## config.mk

```make
export PLATFORM = sky130hd
export DESIGN_NAME = hazard_unit
export DESIGN_NICKNAME = d
export VERILOG_FILES = /design/src/rtl/hazard_unit_pkg.sv /design/src/rtl/hazard_fwd_sel.sv /design/src/rtl/hazard_unit.sv
export SDC_FILE = /design/constraint.sdc
export NUM_CORES = 1
export LEC_CHECK = 0
export BUFFER_PORTS_ARGS = -buffer_cell sky130_fd_sc_hd__buf_4
export CELL_PAD_IN_SITES_DETAIL_PLACEMENT = 1
export CELL_PAD_IN_SITES_GLOBAL_PLACEMENT = 2
export CORE_UTILIZATION = 14
export CTS_BUF_LIST = sky130_fd_sc_hd__clkbuf_8
export DETAILED_ROUTE_END_ITERATION = 7
export GPL_TIMING_DRIVEN = 1
export PLACE_DENSITY_LB_ADDON = 0.2
export SETUP_SLACK_MARGIN = 0.4
export SLEW_MARGIN = 40
export SYNTH_ARGS = -nofsm -noshare
export SYNTH_HDL_FRONTEND = slang
export SYNTH_SLANG_ARGS = --single-unit
```

## constraint.sdc

```tcl
create_clock -name clk -period 1.2 [get_ports clk]
set_input_delay 0.12 -clock clk [delete_from_list [all_inputs] [get_ports clk]]
set_output_delay 0.12 -clock clk [all_outputs]
set_load 0.03 [all_outputs]
```

## src/rtl/hazard_unit_pkg.sv

```systemverilog
// Shared encodings for the hazard stage: forwarding selects and the PC register address.
package hazard_unit_pkg;

  typedef enum logic [1:0] {
    FWD_RF = 2'b00,
    FWD_W  = 2'b01,
    FWD_M  = 2'b10
  } fwd_sel_e;

  localparam logic [3:0] REG_PC = 4'hF;

endpackage

```

## src/rtl/hazard_fwd_sel.sv

```systemverilog
// Forwarding select for one Execute operand; Memory beats Writeback, R15 is never forwarded.
import hazard_unit_pkg::*;

module hazard_fwd_sel #(
  parameter int REG_AW = 4
) (
  input  logic [REG_AW-1:0] rae,
  input  logic [REG_AW-1:0] wa3m,
  input  logic [REG_AW-1:0] wa3w,
  input  logic              reg_write_m,
  input  logic              reg_write_w,
  output logic [1:0]        forward
);

  logic not_pc;

  assign not_pc = (rae != REG_AW'(REG_PC));

  // priority select between M and W result buses
  always_comb begin
    forward = FWD_RF;
    if (reg_write_m && (rae == wa3m) && not_pc) begin
      forward = FWD_M;
    end else if (reg_write_w && (rae == wa3w) && not_pc) begin
      forward = FWD_W;
    end else begin
      forward = FWD_RF;
    end
  end

endmodule

```

## src/rtl/hazard_unit.sv

```systemverilog
// Pipeline hazard stage: forwarding, load-use stall, PC-write tracking and flushes.
// Optional HAZARD_PERF_EN adds saturating StallCnt/FlushCnt performance counters.
import hazard_unit_pkg::*;

module hazard_unit #(
  parameter int REG_AW = 4
`ifdef HAZARD_PERF_EN
  ,
  parameter int CNT_W  = 16
`endif
) (
  input  logic              clk,
  input  logic              reset,
  input  logic [REG_AW-1:0] RA1D,
  input  logic [REG_AW-1:0] RA2D,
  input  logic [REG_AW-1:0] RA1E,
  input  logic [REG_AW-1:0] RA2E,
  input  logic [REG_AW-1:0] WA3E,
  input  logic [REG_AW-1:0] WA3M,
  input  logic [REG_AW-1:0] WA3W,
  input  logic              RegWriteE,
  input  logic              RegWriteM,
  input  logic              RegWriteW,
  input  logic              MemtoRegE,
  input  logic              PCSD,
  input  logic              PCSrcE,
  input  logic              PCSrcW,
  input  logic              BranchTakenE,
  output logic [1:0]        ForwardAE,
  output logic [1:0]        ForwardBE,
  output logic              StallF,
  output logic              StallD,
  output logic              FlushD,
  output logic              FlushE,
`ifdef HAZARD_PERF_EN
  output logic [CNT_W-1:0]  StallCnt,
  output logic [CNT_W-1:0]  FlushCnt,
`endif
  output logic              PCWrPendingF
);

  logic [1:0] fwd_a_s;
  logic [1:0] fwd_b_s;
  logic       ldr_stall_s;
  logic       pc_pend_s;
  logic       pend_e_d, pend_e_q;
  logic       pend_m_d, pend_m_q;

  hazard_fwd_sel #(.REG_AW(REG_AW)) u_fwd_a (
    .rae         (RA1E),
    .wa3m        (WA3M),
    .wa3w        (WA3W),
    .reg_write_m (RegWriteM),
    .reg_write_w (RegWriteW),
    .forward     (fwd_a_s)
  );

  hazard_fwd_sel #(.REG_AW(REG_AW)) u_fwd_b (
    .rae         (RA2E),
    .wa3m        (WA3M),
    .wa3w        (WA3W),
    .reg_write_m (RegWriteM),
    .reg_write_w (RegWriteW),
    .forward     (fwd_b_s)
  );

  assign ldr_stall_s = MemtoRegE & RegWriteE & ((RA1D == WA3E) | (RA2D == WA3E));
  assign pc_pend_s   = PCSD | pend_e_q | pend_m_q;

  // output decode; reset forces a bubble into D and E with nothing forwarded
  always_comb begin
    ForwardAE    = FWD_RF;
    ForwardBE    = FWD_RF;
    StallF       = 1'b0;
    StallD       = 1'b0;
    FlushD       = 1'b1;
    FlushE       = 1'b1;
    PCWrPendingF = 1'b0;
    if (reset) begin
      ForwardAE    = FWD_RF;
      ForwardBE    = FWD_RF;
      StallF       = 1'b0;
      StallD       = 1'b0;
      FlushD       = 1'b1;
      FlushE       = 1'b1;
      PCWrPendingF = 1'b0;
    end else begin
      ForwardAE    = fwd_a_s;
      ForwardBE    = fwd_b_s;
      StallF       = ldr_stall_s | pc_pend_s;
      StallD       = ldr_stall_s;
      FlushD       = pc_pend_s | PCSrcW | BranchTakenE;
      FlushE       = ldr_stall_s | BranchTakenE;
      PCWrPendingF = pc_pend_s;
    end
  end

  // tracker next state; a flushed E never carries the PC write, so it is re-presented from D
  always_comb begin
    pend_e_d = 1'b0;
    pend_m_d = 1'b0;
    if (reset) begin
      pend_e_d = 1'b0;
      pend_m_d = 1'b0;
    end else begin
      pend_e_d = FlushE ? 1'b0 : PCSD;
      pend_m_d = PCSrcE;
    end
  end

  // tracker state register
  always_ff @(posedge clk) begin
    pend_e_q <= pend_e_d;
    pend_m_q <= pend_m_d;
  end

`ifdef HAZARD_PERF_EN
  logic [CNT_W-1:0] stall_cnt_d, stall_cnt_q;
  logic [CNT_W-1:0] flush_cnt_d, flush_cnt_q;

  // saturating event counters
  always_comb begin
    stall_cnt_d = stall_cnt_q;
    flush_cnt_d = flush_cnt_q;
    if (reset) begin
      stall_cnt_d = {CNT_W{1'b0}};
      flush_cnt_d = {CNT_W{1'b0}};
    end else begin
      if (StallD && (stall_cnt_q != {CNT_W{1'b1}})) begin
        stall_cnt_d = stall_cnt_q + CNT_W'(1);
      end else begin
        stall_cnt_d = stall_cnt_q;
      end
      if (FlushE && (flush_cnt_q != {CNT_W{1'b1}})) begin
        flush_cnt_d = flush_cnt_q + CNT_W'(1);
      end else begin
        flush_cnt_d = flush_cnt_q;
      end
    end
  end

  // counter registers
  always_ff @(posedge clk) begin
    stall_cnt_q <= stall_cnt_d;
    flush_cnt_q <= flush_cnt_d;
  end

  assign StallCnt = stall_cnt_q;
  assign FlushCnt = flush_cnt_q;
`else
  // performance counters not built
`endif

endmodule

```

==> flow_summary.rst <==
.. list-table::
   :header-rows: 1

   * - Metric
     - Value
   * - ANT cells
     - 0
   * - Longest individual stage delay on the worst path
     - 0.27 ns
   * - Total Die Area
     - 0.00310 mm2
   * - Tmin final
     - 1.31 ns
   * - Pin count of the biggest net entering global routing
     - 8
   * - Unrepaired setup endpoints after global routing
     - true
   * - FF/Latch Area
     - 41.3 um2
   * - Main combinational cell family by area after synthesis
     - XOR/XNOR gates
   * - Area fraction in compound gates after synthesis
     - 13.0%
   * - Layout area overhead
     - 170%
   * - Worst Path Buf+Inv
     - 2
   * - Share of cell area taken by muxes after synthesis
     - 0%
   * - Library cells used by synthesis
     - 18
   * - Count of input and output buffers
     - 46
   * - Post-synth EDFFs
     - 0
   * - Row count
     - 19
   * - Total detailed-routing wirelength
     - 1730 um
   * - CTS max path bufs
     - 2
   * - Synthesis-stage register bit count
     - 2
   * - Synth top cells by count
     - sky130_fd_sc_hd__xor2_1, sky130_fd_sc_hd__nor2_1, sky130_fd_sc_hd__nand3_1, sky130_fd_sc_hd__nor4_1, sky130_fd_sc_hd__nand2_1
   * - Net count after synthesis
     - 95
   * - Startpoint Class
     - input pin
   * - Kind of cell with the highest combined delay on the critical path
     - compound AO/OA/AOI/OAI gates
   * - Clock buffer count from CTS
     - 3
   * - Pwr dens
     - 629 mW/mm2
   * - Part of the Yosys area used for sequential elements
     - 9.94%
   * - H-tree lvl count
     - 1
   * - Crit end category
     - output port
   * - Number of warning messages in the yosys log
     - 0
   * - Synth area leaders
     - sky130_fd_sc_hd__xor2_1, sky130_fd_sc_hd__dfxtp_1, sky130_fd_sc_hd__nor2_1
   * - Standby leakage power
     - 0.465 nW
   * - Net count reported at finish
     - 147
   * - Outcome
     - complete, but fails checks
   * - Critical-path maximum fanout
     - 4
   * - Worst slack at placement
     - -0.160 ns
   * - Worst Path Arrival
     - 1.19 ns
   * - First drt pass iteration count
     - 2
   * - Number of fillers in the final layout
     - 314
   * - Detailed-route DRC error count
     - 0
   * - Final slew viol count
     - 0
   * - Total negative slack for setup checks
     - -0.235 ns
   * - Adder-Cell Fraction of Synth Area
     - 0%
   * - Share of the clock period used by the worst path
     - 109%
   * - First-iteration detailed-routing DRC count
     - 5
   * - Chip Height
     - 55.6 um
   * - MaxCap Viol Count
     - 0
   * - IR drop worst, VDD
     - 279 uV
   * - GRT Overall Usage
     - 12.5%
   * - Synth Area per Inst
     - 7.07 um2
   * - Placement-stage cell area
     - 838 um2
   * - Width of the chip
     - 55.6 um
   * - List of cells traversed by the critical path
     - buf_6 > xor2_1 > nor4_2 > o211ai_1 > a21oi_2 > buf_6
   * - Vias per Instance
     - 4.52
   * - Fraction of layout cells with a size suffix above 1
     - 65.4%
   * - Post-route setup slack
     - -0.110 ns
   * - Most instantiated flip-flop cell in the synthesis netlist
     - sky130_fd_sc_hd__dfxtp_1
   * - Clock tree sinks
     - 2
   * - Type of the tightest min-delay check
     - in -> reg
   * - Cell occurring most often along the worst timing path
     - sky130_fd_sc_hd__buf_6
   * - Root buffer cell
     - sky130_fd_sc_hd__clkbuf_8
   * - Detail Placement HPWL
     - 1500 um
   * - Remaining antenna violation count
     - 0
   * - Placed instance count
     - 135
   * - Synth Area in Simple Gates
     - 33.5%
   * - Worst setup path startpoint
     - WA3E[1]
   * - CTS clock-pin slew for the worst setup and hold paths
     - 0.03 ns
   * - Placer Congestion
     - 0.738
   * - Top cell type's share of synthesized area
     - 39.1%
   * - XOR/XNOR Fraction of Synth Area
     - 43.5%
   * - Cell accounting for the most synthesized area
     - sky130_fd_sc_hd__xor2_1
   * - Boundary Pins
     - 47
   * - Final-report setup violation count
     - 3
   * - Failing checks
     - negative setup slack
   * - Post-route non-filler standard cell count
     - 138
   * - Number of buffers added to fix hold violations after cts
     - 0
   * - Starting density of the core
     - 14.7%
   * - Max transition margin
     - 74.1%
   * - Footprint of the multi-input gates
     - 505 um2
   * - Maximum frequency from static timing analysis
     - 763 MHz
   * - Core Area
     - 0.00273 mm2
   * - CP max-delay cell
     - sky130_fd_sc_hd__nor4_2
   * - Final Hold Violating Endpoints
     - 0
   * - Vias in the first global route
     - 660
   * - Avg WL per Cell
     - 12.6 um
   * - Share of async-settable or async-resettable flops after synthesis
     - 0%
   * - Overflow after GRT
     - 0
   * - Critical path data required time
     - 1.08 ns
   * - Transition time of the tightest slew-check pin
     - 0.387 ns
   * - Detailed-route via count
     - 624
   * - Critical path start-end classification
     - in -> out
   * - Hold path start
     - PCSrcE
   * - Initial antenna violation count
     - 0
   * - Post-Synthesis Cell Area
     - 403 um2
   * - Clock tree from TritonCTS
     - yes
   * - Wire length of the first global-routing pass
     - 2940 um
   * - Number of cells produced by synthesis
     - 57
   * - Most instantiated library cell after synthesis
     - sky130_fd_sc_hd__xor2_1
   * - Area of all placed cells without fillers
     - 0.00109 mm2
-- layout make-up --
cell class / count / share of cell area, %
clock buffer: 3 / 3.79
multi-input combinational: 55 / 46.4
sequential: 2 / 3.79
tap: 31 / 3.56
timing repair buffer: 47 / 42.4
-- logic make-up (layout without fill, tap and decap cells) --
kind of cell / count (synthesis) / count (layout)
and+or+nand+nor: 27 / 27
xor gates and xnor gates: 20 / 20
AOI/OAI and AO/OA: 8 / 8
DFF: 2 / 2
buffers and inverters: 0 / 50
-- metal layers --
layer	up-vias	GRT usage (%)	wire length [um]
met5	-	0	0
met4	0	8.57	55
met3	5	3.95	130
met2	26	21.2	945
met1	293	13.1	601
li1	300	-	-
-- report_power, final --
group,internal [W],switching [W]
logic,0.000188,0.000151
registers,0.0000707,0.00000262
clock network,0.000213,0.0000588
-- cells in the final DEF (no fill, tap or decap) --
cell type	netlist	layout
sky130_fd_sc_hd__nor3_4	0	1
sky130_fd_sc_hd__clkbuf_8	0	3
sky130_fd_sc_hd__xor2_1	18	15
sky130_fd_sc_hd__nor4_2	0	2
sky130_fd_sc_hd__nor2_2	0	4
sky130_fd_sc_hd__nor2b_1	1	1
sky130_fd_sc_hd__buf_6	0	17
sky130_fd_sc_hd__a21oi_2	0	1
sky130_fd_sc_hd__nand2_1	3	3
sky130_fd_sc_hd__buf_8	0	1
sky130_fd_sc_hd__nor2_1	9	5
sky130_fd_sc_hd__o211ai_1	1	1
sky130_fd_sc_hd__dfxtp_2	0	1
sky130_fd_sc_hd__buf_4	0	26
sky130_fd_sc_hd__nor4_4	0	2
sky130_fd_sc_hd__buf_12	0	3
sky130_fd_sc_hd__a31oi_1	2	2
sky130_fd_sc_hd__o2111ai_2	0	2
sky130_fd_sc_hd__xor2_4	0	2
sky130_fd_sc_hd__nand2b_4	0	1
sky130_fd_sc_hd__o21ai_0	2	2
sky130_fd_sc_hd__and3_2	1	1
sky130_fd_sc_hd__xnor2_1	2	2
sky130_fd_sc_hd__nand3_1	4	4
sky130_fd_sc_hd__dfxtp_1	2	1
sky130_fd_sc_hd__nand3b_1	1	1
sky130_fd_sc_hd__xor2_2	0	1
sky130_fd_sc_hd__and3_4	0	2
-- state kept, by name, summed over array words and instances (netlist names) --
register,flops
pend_e_q,1
pend_m_q,1
-- timing repair --
action	CTS	global route
hold endpoints to repair	0	0
resized for setup	26	15
pin swaps	20	13
endpoints found under the setup margin	10	10
buffers inserted	0	0
-- metrics by stage --
step	total power, W	util, %	hold slack, ns
2_1_floorplan	0.000178	-	0.192
5_1_grt	0.000725	39.8	0.175
3_3_place_gp	0.000337	30.7	0.346
6_report	0.000684	39.8	0.147
4_1_cts	0.000654	36.2	0.158
3_5_place_dp	0.000342	30.7	0.381
-- path summary, 6_finish.rpt --
check / endpoint / slack [ns] / depth (start not counted)
hold / removal: pend_m_q / 0.15 / 2
setup / recovery: StallF / -0.11 / 6
No activity file was read; power rests on OpenSTA's default activity.
